`src/rtl/shader_pkg.sv`:
```
`default_nettype none
// ============================================================================
// Module      : shader_pkg
// Description : Shared constants and types for the shader sequencer slice:
//               default program geometry, the no-operation opcode used to
//               fill program storage on reset, and the sequencer state enum.
// Ports       : none (package)
// Revision    : 1.0 - initial release
// ============================================================================
package shader_pkg;

    // Default number of program words per pixel (power of two, >= 2)
    localparam int SHADER_NUM_INSTR   = 8;
    // Default instruction word width in bits
    localparam int SHADER_INSTR_WIDTH = 8;
    // Opcode the execute stage performs as no operation
    localparam logic [7:0] NOP_INSTR  = 8'h30;

    typedef enum logic [1:0] {
        IDLE = 2'd0,
        LOAD = 2'd1,
        RUN  = 2'd2
    } state_e;

endpackage : shader_pkg
`default_nettype wire

```
`src/rtl/shader_sequencer_if.sv`:
```
`default_nettype none
// ============================================================================
// Module      : shader_sequencer_if
// Description : Bundles the program-load handshake, pixel trigger and issue
//               outputs of the shader sequencer. Signal suffixes are written
//               from the sequencer's point of view.
// Ports       : load_start_i, load_valid_i, load_data_i, load_ready_o,
//               pixel_start_i, instr_o, execute_o, done_o, overrun_o
//               slave  modport - the sequencer
//               master modport - the program loader / pixel pipeline
// Revision    : 1.0 - initial release
// ============================================================================
interface shader_sequencer_if #(
    parameter int INSTR_WIDTH = shader_pkg::SHADER_INSTR_WIDTH
);
    logic                   load_start_i;
    logic                   load_valid_i;
    logic [INSTR_WIDTH-1:0] load_data_i;
    logic                   load_ready_o;
    logic                   pixel_start_i;
    logic [INSTR_WIDTH-1:0] instr_o;
    logic                   execute_o;
    logic                   done_o;
    logic                   overrun_o;

    modport slave (
        input  load_start_i,
        input  load_valid_i,
        input  load_data_i,
        input  pixel_start_i,
        output load_ready_o,
        output instr_o,
        output execute_o,
        output done_o,
        output overrun_o
    );

    modport master (
        output load_start_i,
        output load_valid_i,
        output load_data_i,
        output pixel_start_i,
        input  load_ready_o,
        input  instr_o,
        input  execute_o,
        input  done_o,
        input  overrun_o
    );

endinterface : shader_sequencer_if
`default_nettype wire

```
`src/rtl/shader_memory.sv`:
```
`default_nettype none
// ============================================================================
// Module      : shader_memory
// Description : Program storage for the shader sequencer. Register array with
//               one synchronous write port and one asynchronous read port.
//               Every word is filled with the NOP opcode on reset.
// Ports       : clk_i   - clock
//               rst_ni  - synchronous active-low reset (NOP fill)
//               we_i    - write enable
//               waddr_i - write address
//               wdata_i - write data
//               raddr_i - read address
//               rdata_o - read data (combinational)
// Revision    : 1.0 - initial release
// ============================================================================
module shader_memory
    import shader_pkg::*;
#(
    parameter int NUM_INSTR   = SHADER_NUM_INSTR,
    parameter int INSTR_WIDTH = SHADER_INSTR_WIDTH,
    parameter int ADDR_WIDTH  = $clog2(NUM_INSTR)
) (
    input  logic                   clk_i,
    input  logic                   rst_ni,
    input  logic                   we_i,
    input  logic [ADDR_WIDTH-1:0]  waddr_i,
    input  logic [INSTR_WIDTH-1:0] wdata_i,
    input  logic [ADDR_WIDTH-1:0]  raddr_i,
    output logic [INSTR_WIDTH-1:0] rdata_o
);

    localparam logic [INSTR_WIDTH-1:0] NOP_WORD = INSTR_WIDTH'(NOP_INSTR);

    logic [INSTR_WIDTH-1:0] mem_q [NUM_INSTR];

    always_ff @(posedge clk_i) begin
        if (!rst_ni) begin
            for (int i = 0; i < NUM_INSTR; i++) begin
                mem_q[i] <= NOP_WORD;
            end
        end else if (we_i) begin
            mem_q[waddr_i] <= wdata_i;
        end
    end

    // NUM_INSTR is a power of two, so every address value maps to a word
    assign rdata_o = mem_q[raddr_i];

endmodule : shader_memory
`default_nettype wire

```
`src/rtl/shader_sequencer.sv`:
```
`default_nettype none
// ============================================================================
// Module      : shader_sequencer
// Description : Per-pixel instruction sequencer. A program of NUM_INSTR words
//               is loaded through a valid/ready handshake and then issued,
//               one word per cycle, after each pixel_start pulse. A done pulse
//               follows the last issue; a pixel_start arriving mid-run sets a
//               sticky overrun flag.
// Ports       : clk_i  - clock, all logic rising-edge
//               rst_ni - synchronous active-low reset
//               bus_if - shader_sequencer_if.slave (load handshake, pixel
//                        trigger, instruction issue, done, overrun)
// Revision    : 1.0 - initial release
// ============================================================================
module shader_sequencer
    import shader_pkg::*;
#(
    parameter int NUM_INSTR   = SHADER_NUM_INSTR,
    // Must match the width the connected interface was built with
    parameter int INSTR_WIDTH = SHADER_INSTR_WIDTH
) (
    input  logic                clk_i,
    input  logic                rst_ni,
    shader_sequencer_if.slave   bus_if
);

    localparam int                     AW       = $clog2(NUM_INSTR);
    localparam logic [AW-1:0]          LAST_IDX = AW'(NUM_INSTR - 1);
    localparam logic [INSTR_WIDTH-1:0] NOP_WORD = INSTR_WIDTH'(NOP_INSTR);

    state_e                 state_q,   state_d;
    logic [AW-1:0]          pc_q,      pc_d;
    logic [AW-1:0]          wptr_q,    wptr_d;
    logic [INSTR_WIDTH-1:0] instr_q,   instr_d;
    logic                   execute_q, execute_d;
    logic                   done_q,    done_d;
    logic                   overrun_q, overrun_d;

    logic                   mem_we;
    logic [AW-1:0]          mem_raddr;
    logic [INSTR_WIDTH-1:0] mem_rdata;

    shader_memory #(
        .NUM_INSTR   (NUM_INSTR),
        .INSTR_WIDTH (INSTR_WIDTH),
        .ADDR_WIDTH  (AW)
    ) u_memory (
        .clk_i   (clk_i),
        .rst_ni  (rst_ni),
        .we_i    (mem_we),
        .waddr_i (wptr_q),
        .wdata_i (bus_if.load_data_i),
        .raddr_i (mem_raddr),
        .rdata_o (mem_rdata)
    );

    // The read port always looks one word ahead of the issue register: word 0
    // while waiting for a pixel, word pc+1 while running. Issue output is
    // therefore registered with no extra pipeline stage.
    assign mem_raddr = (state_q == RUN) ? (pc_q + AW'(1)) : '0;

    // A restart request takes priority over a word presented in the same cycle
    assign mem_we = (state_q == LOAD) && bus_if.load_valid_i && !bus_if.load_start_i;

    always_ff @(posedge clk_i) begin
        if (!rst_ni) begin
            state_q   <= IDLE;
            pc_q      <= '0;
            wptr_q    <= '0;
            instr_q   <= NOP_WORD;
            execute_q <= 1'b0;
            done_q    <= 1'b0;
            overrun_q <= 1'b0;
        end else begin
            state_q   <= state_d;
            pc_q      <= pc_d;
            wptr_q    <= wptr_d;
            instr_q   <= instr_d;
            execute_q <= execute_d;
            done_q    <= done_d;
            overrun_q <= overrun_d;
        end
    end

    always_comb begin
        state_d   = state_q;
        pc_d      = pc_q;
        wptr_d    = wptr_q;
        instr_d   = instr_q;
        execute_d = 1'b0;
        done_d    = 1'b0;
        overrun_d = overrun_q;

        unique case (state_q)
            IDLE: begin
                if (bus_if.load_start_i) begin
                    // Load wins over a coincident pixel_start
                    state_d   = LOAD;
                    wptr_d    = '0;
                    overrun_d = 1'b0;
                end else if (bus_if.pixel_start_i) begin
                    state_d   = RUN;
                    pc_d      = '0;
                    instr_d   = mem_rdata;
                    execute_d = 1'b1;
                end
            end

            LOAD: begin
                // pixel_start is ignored here and never flags an overrun
                if (bus_if.load_start_i) begin
                    wptr_d    = '0;
                    overrun_d = 1'b0;
                end else if (bus_if.load_valid_i) begin
                    wptr_d = wptr_q + AW'(1);
                    if (wptr_q == LAST_IDX) begin
                        state_d = IDLE;
                    end
                end
            end

            RUN: begin
                if (bus_if.load_start_i) begin
                    // Abort: no further issue and no done pulse
                    state_d   = LOAD;
                    wptr_d    = '0;
                    overrun_d = 1'b0;
                end else begin
                    if (bus_if.pixel_start_i) begin
                        overrun_d = 1'b1;
                    end
                    if (pc_q == LAST_IDX) begin
                        // Done cycle is spent in IDLE so a coincident
                        // pixel_start is taken as the next run
                        state_d = IDLE;
                        done_d  = 1'b1;
                    end else begin
                        pc_d      = pc_q + AW'(1);
                        instr_d   = mem_rdata;
                        execute_d = 1'b1;
                    end
                end
            end

            default: begin
                state_d = IDLE;
            end
        endcase
    end

    assign bus_if.load_ready_o = (state_q == LOAD);
    assign bus_if.instr_o      = instr_q;
    assign bus_if.execute_o    = execute_q;
    assign bus_if.done_o       = done_q;
    assign bus_if.overrun_o    = overrun_q;

endmodule : shader_sequencer
`default_nettype wire

```
`src/flat_wrapper.sv`:
```
// flat-port wrapper written by rule: the top's interface ports become plain ports
module shader_sequencer_flat import shader_pkg::*;
#(
    parameter int NUM_INSTR   = SHADER_NUM_INSTR,
                                                                  
    parameter int INSTR_WIDTH = SHADER_INSTR_WIDTH
)
  (clk_i, rst_ni, bus_if_load_start_i, bus_if_load_valid_i, bus_if_load_data_i, bus_if_pixel_start_i, bus_if_load_ready_o, bus_if_instr_o, bus_if_execute_o, bus_if_done_o, bus_if_overrun_o);
  shader_sequencer_if #(.INSTR_WIDTH(INSTR_WIDTH)) bus_if_i ();
  input  logic clk_i;
  input  logic rst_ni;
  input wire logic [$bits(bus_if_i.load_start_i)-1:0] bus_if_load_start_i;
  input wire logic [$bits(bus_if_i.load_valid_i)-1:0] bus_if_load_valid_i;
  input wire logic [$bits(bus_if_i.load_data_i)-1:0] bus_if_load_data_i;
  input wire logic [$bits(bus_if_i.pixel_start_i)-1:0] bus_if_pixel_start_i;
  output wire logic [$bits(bus_if_i.load_ready_o)-1:0] bus_if_load_ready_o;
  output wire logic [$bits(bus_if_i.instr_o)-1:0] bus_if_instr_o;
  output wire logic [$bits(bus_if_i.execute_o)-1:0] bus_if_execute_o;
  output wire logic [$bits(bus_if_i.done_o)-1:0] bus_if_done_o;
  output wire logic [$bits(bus_if_i.overrun_o)-1:0] bus_if_overrun_o;
  assign bus_if_i.load_start_i = bus_if_load_start_i;
  assign bus_if_i.load_valid_i = bus_if_load_valid_i;
  assign bus_if_i.load_data_i = bus_if_load_data_i;
  assign bus_if_i.pixel_start_i = bus_if_pixel_start_i;
  assign bus_if_load_ready_o = bus_if_i.load_ready_o;
  assign bus_if_instr_o = bus_if_i.instr_o;
  assign bus_if_execute_o = bus_if_i.execute_o;
  assign bus_if_done_o = bus_if_i.done_o;
  assign bus_if_overrun_o = bus_if_i.overrun_o;
  shader_sequencer #(.NUM_INSTR(NUM_INSTR), .INSTR_WIDTH(INSTR_WIDTH)) u_core (.clk_i(clk_i), .rst_ni(rst_ni), .bus_if(bus_if_i));
endmodule
```
`config.mk`:
```
export PLATFORM = sky130hd
export DESIGN_NAME = shader_sequencer_flat
export DESIGN_NICKNAME = d
export VERILOG_FILES = /design/src/rtl/shader_pkg.sv /design/src/rtl/shader_sequencer_if.sv /design/src/rtl/shader_memory.sv /design/src/rtl/shader_sequencer.sv /design/src/flat_wrapper.sv
export SDC_FILE = /design/constraint.sdc
export NUM_CORES = 1
export LEC_CHECK = 0
export ABC_AREA = 0
export CORE_MARGIN = 1.5
export CORE_UTILIZATION = 59
export DETAILED_ROUTE_END_ITERATION = 6
export GPL_ROUTABILITY_DRIVEN = 1
export GPL_TIMING_DRIVEN = 0
export PLACE_DENSITY = 0.87
export SLEW_MARGIN = 30
export SYNTH_ARGS = -nofsm -noshare
export SYNTH_HDL_FRONTEND = slang
export SYNTH_SLANG_ARGS = --single-unit
```
`constraint.sdc`:
```
create_clock -name clk_i -period 2.1 [get_ports clk_i]
set_input_delay 0.21 -clock clk_i [delete_from_list [all_inputs] [get_ports clk_i]]
set_output_delay 0.21 -clock clk_i [all_outputs]
set_load 0.02 [all_outputs]
```
==> flow_summary.json <==
{
  "status": "completed",
  "antenna_found_initial": 0,
  "start_util_pct": 61.5,
  "wirelength_mm": 9.04,
  "seq_area_sq_mm": 0.00230,
  "path_max_fanout": 5,
  "nNetsFinal": 385,
  "synthAdderAreaFrac_pct": 1.27,
  "fp.dieH_um": 84.6,
  "postRouteAntennaNets": 0,
  "regToRegSetupSlack_ps": 30,
  "synth_xor_area_share_pct": 0,
  "ir_worst_vdd_mv": 0.673,
  "grt_pass1_wl_mm": 14.0,
  "dr.max_layer_used": "met4",
  "hpwl_mm": 5.98,
  "multiInputGateArea_sq_mm": 0.00172,
  "syn_area_per_cell_sq_um": 11.9,
  "route.detailed.drc": 0,
  "synthFlopType": "edfxtp_1",
  "layout_min_cycle_time_ps": 2070,
  "yosys.area_share.simple_pct": 21.8,
  "synth-edff-count": 64,
  "drt-initial-drc-count": 245,
  "htree_levels": 3,
  "setup.worst_path.start": "u_core.pc_q[0]$_SDFFE_PN0P_",
  "pre_cts_ws_ps": -776,
  "pwr-share-seq_pct": 54.0,
  "tightest_slew_ps": 914,
  "grt_overflow": 0,
  "die_w_um": 84.6,
  "maxCapViolations": 0,
  "grtUsageTotal_pct": 26.1,
  "dr.pass1.iters": 5,
  "fmax_mhz": 483,
  "critPathLaunchType": "flip-flop",
  "finalNonFillerCells": 450,
  "yosysSeqAreaShare_pct": 58.6,
  "clock_power_share_pct": 38.5,
  "synth_top_family_by_area": "simple AND/OR/NAND/NOR gates",
  "rows": 29,
  "synthToLayoutAreaGrowth_pct": 19.9,
  "end_kind": "flip-flop",
  "switching_share_pct": 23.5,
  "clk_transition_reported_paths_ps": 90,
  "power_density_mw_per_mm2": 720,
  "cp_data_required_time_ps": 2410,
  "layout_common_cells": "edfxtp_1 (64), and2_1 (51), clkdlybuf4s50_1 (22), nor2_1 (20)",
  "place_congestion": 0.856,
  "pwr-share-comb_pct": 7.5,
  "synthCells": 329,
  "intPower_mw": 2.59,
  "p_sw_mw": 0.797,
  "reg2reg_from": "u_core.pc_q[0]$_SDFFE_PN0P_",
  "crit_arrival_ps": 2380,
  "mappedNetlistNets": 346,
  "finalClockSkew_ps": 11.3,
  "core_sq_mm": 0.00639,
  "final_layout_size_suffix_gt1_share_pct": 16.9,
  "fin_util_pct": 73.8,
  "clock-sinks": 83,
  "grt_pass1_vias": 2623,
  "synth_async_sr_flop_share_pct": 0,
  "dieArea_sq_mm": 0.00716,
  "post-place-cells": 429,
  "wl_met2_mm": 4.43,
  "min_from": "bus_if_load_start_i",
  "setup_slack_ps": 29.5,
  "mostFrequentLayoutCell": "edfxtp_1",
  "fillers": 415,
  "yosysWarnings": 0,
  "diodes": 0,
  "cts.hold.buffers_added": 0,
  "setup_viol": 0,
  "pin_count": 25,
  "vias": 2828,
  "ys_ff_latch": 83,
  "syn_area_sq_mm": 0.00393,
  "final_max_slew_viol_count": 0,
  "fin_crit_sh_pct": 98.6,
  "clockBufferDepth": 2,
  "cts_root_buffer": "clkbuf_8",
  "synth_compound_area_share_pct": 11.9,
  "wl_met3_um": 536,
  "cts_buffers": 9,
  "relSlewSlack_pct": 39.1,
  "synth_cell_types": 43,
  "hold_class": "in2reg",
  "io_buffers": 23,
  "met1_length_mm": 3.90,
  "vias_per_cell": 6.28,
  "p_leak_nw": 1.57,
  "path_class": "reg2reg",
  "synth_mux_area_share_pct": 4.30,
  "grt_max_degree": 16,
  "hold_violations": 0,
  "cts_tree": "done",
  "wl_per_cell_um": 20.1,
  "clk_latency_ps": 360
}
worst paths after layout:
check | cells past startpoint | end
min | 3 | u_core.state_q[0]$_SDFFE_PN0P_
min reg2reg | 2 | u_core.pc_q[1]$_SDFFE_PN0P_
max | 6 | u_core.bus_if.instr_o[7]$_SDFFE_PN0P_
max reg2reg | 6 | u_core.bus_if.instr_o[7]$_SDFFE_PN0P_
area by class of cell:
type	instances	area share, %
Clock inverter	7	2.12
Timing Repair Buffer	27	5.76
Inverter	1	0.0797
Tap cell	77	2.05
Multi-Input combinational cell	229	36.6
Buffer	17	1.83
Clock buffer	9	2.63
Sequential cell	83	48.9
logic make-up (layout without fill, tap and decap cells):
group,Yosys count,after routing
adders and majority gates,4,4
and+or+nand+nor,143,143
DFF,83,83
muxes,16,16
AOI/OAI and AO/OA,65,66
buffers and inverters,18,61
metrics by stage:
stage	hold WS (ps)	TNS (ps)	total power [mW]	cell area, sq um
floorplan	338	0	1.99	3930
global placement	490	-60330	2.08	4260
detailed placement	499	-52580	2.09	4260
CTS	306	0	3.38	4650
global route	381	-1.27	3.48	4710
finish	325	0	3.39	4710
registers in the layout, summed over array words and instances, names as in the netlist:
signal	flops
u_core.u_memory.mem_q	64
u_core.bus_if.instr_o	8
u_core.pc_q	3
u_core.wptr_q	3
u_core.state_q	2
u_core.bus_if.done_o	1
u_core.bus_if.execute_o	1
u_core.bus_if.overrun_o	1
synthesized netlist by cell type, drive strengths merged (2+ instances only):
library cell	number	share of area, %
edfxtp	64	49
and2	51	8.1
nand2b	21	3.3
nor2	21	2.0
dfxtp	19	9.7
nor2b	19	3.0
a21oi	12	1.5
or3	12	1.9
clkbuf	9	0.86
mux2i	9	2.3
o22ai	9	1.4
buf	8	1.2
a2111oi	7	1.6
a211oi	7	1.3
mux2	7	2.0
o21ai	6	0.76
o31a	6	1.3
o31ai	5	0.96
ha	4	1.3
nand2	4	0.38
a211o	3	0.89
o21a	3	0.57
and4b	2	0.51
nor3	2	0.25
o2111ai	2	0.45
o21bai	2	0.38
worst max-delay path, cell delays in order, from the launching register on:
cell and delay, ps:
dfxtp_2 330, ha_2 190, ha_4 240, or3b_4 400, a211o_4 400, nor4_4 320
o31a_1 140
power by group through the flow:
stage	sequential (mW)	combinational, mW	clock (mW)
floorplan	1.87	0.117	0
global placement	1.86	0.214	0
detailed placement	1.87	0.221	0
CTS	1.83	0.243	1.30
global route	1.83	0.273	1.37
finish	1.83	0.255	1.31
repair_timing:
action                     CTS  global route
resized for setup           28            13
gates cloned                 0             1
setup endpoints to repair   69            20
pin swaps                    2             5
setup buffers                3             1
routing by layer:
layer / vias up / GRT usage [%]
li1: 1300 / -
met5: - / 0
met2: 144 / 42.1
met3: 17 / 3.64
met4: 0 / 9.09
met1: 1367 / 36.7
Note: power is estimated with default switching activity, not from simulation.
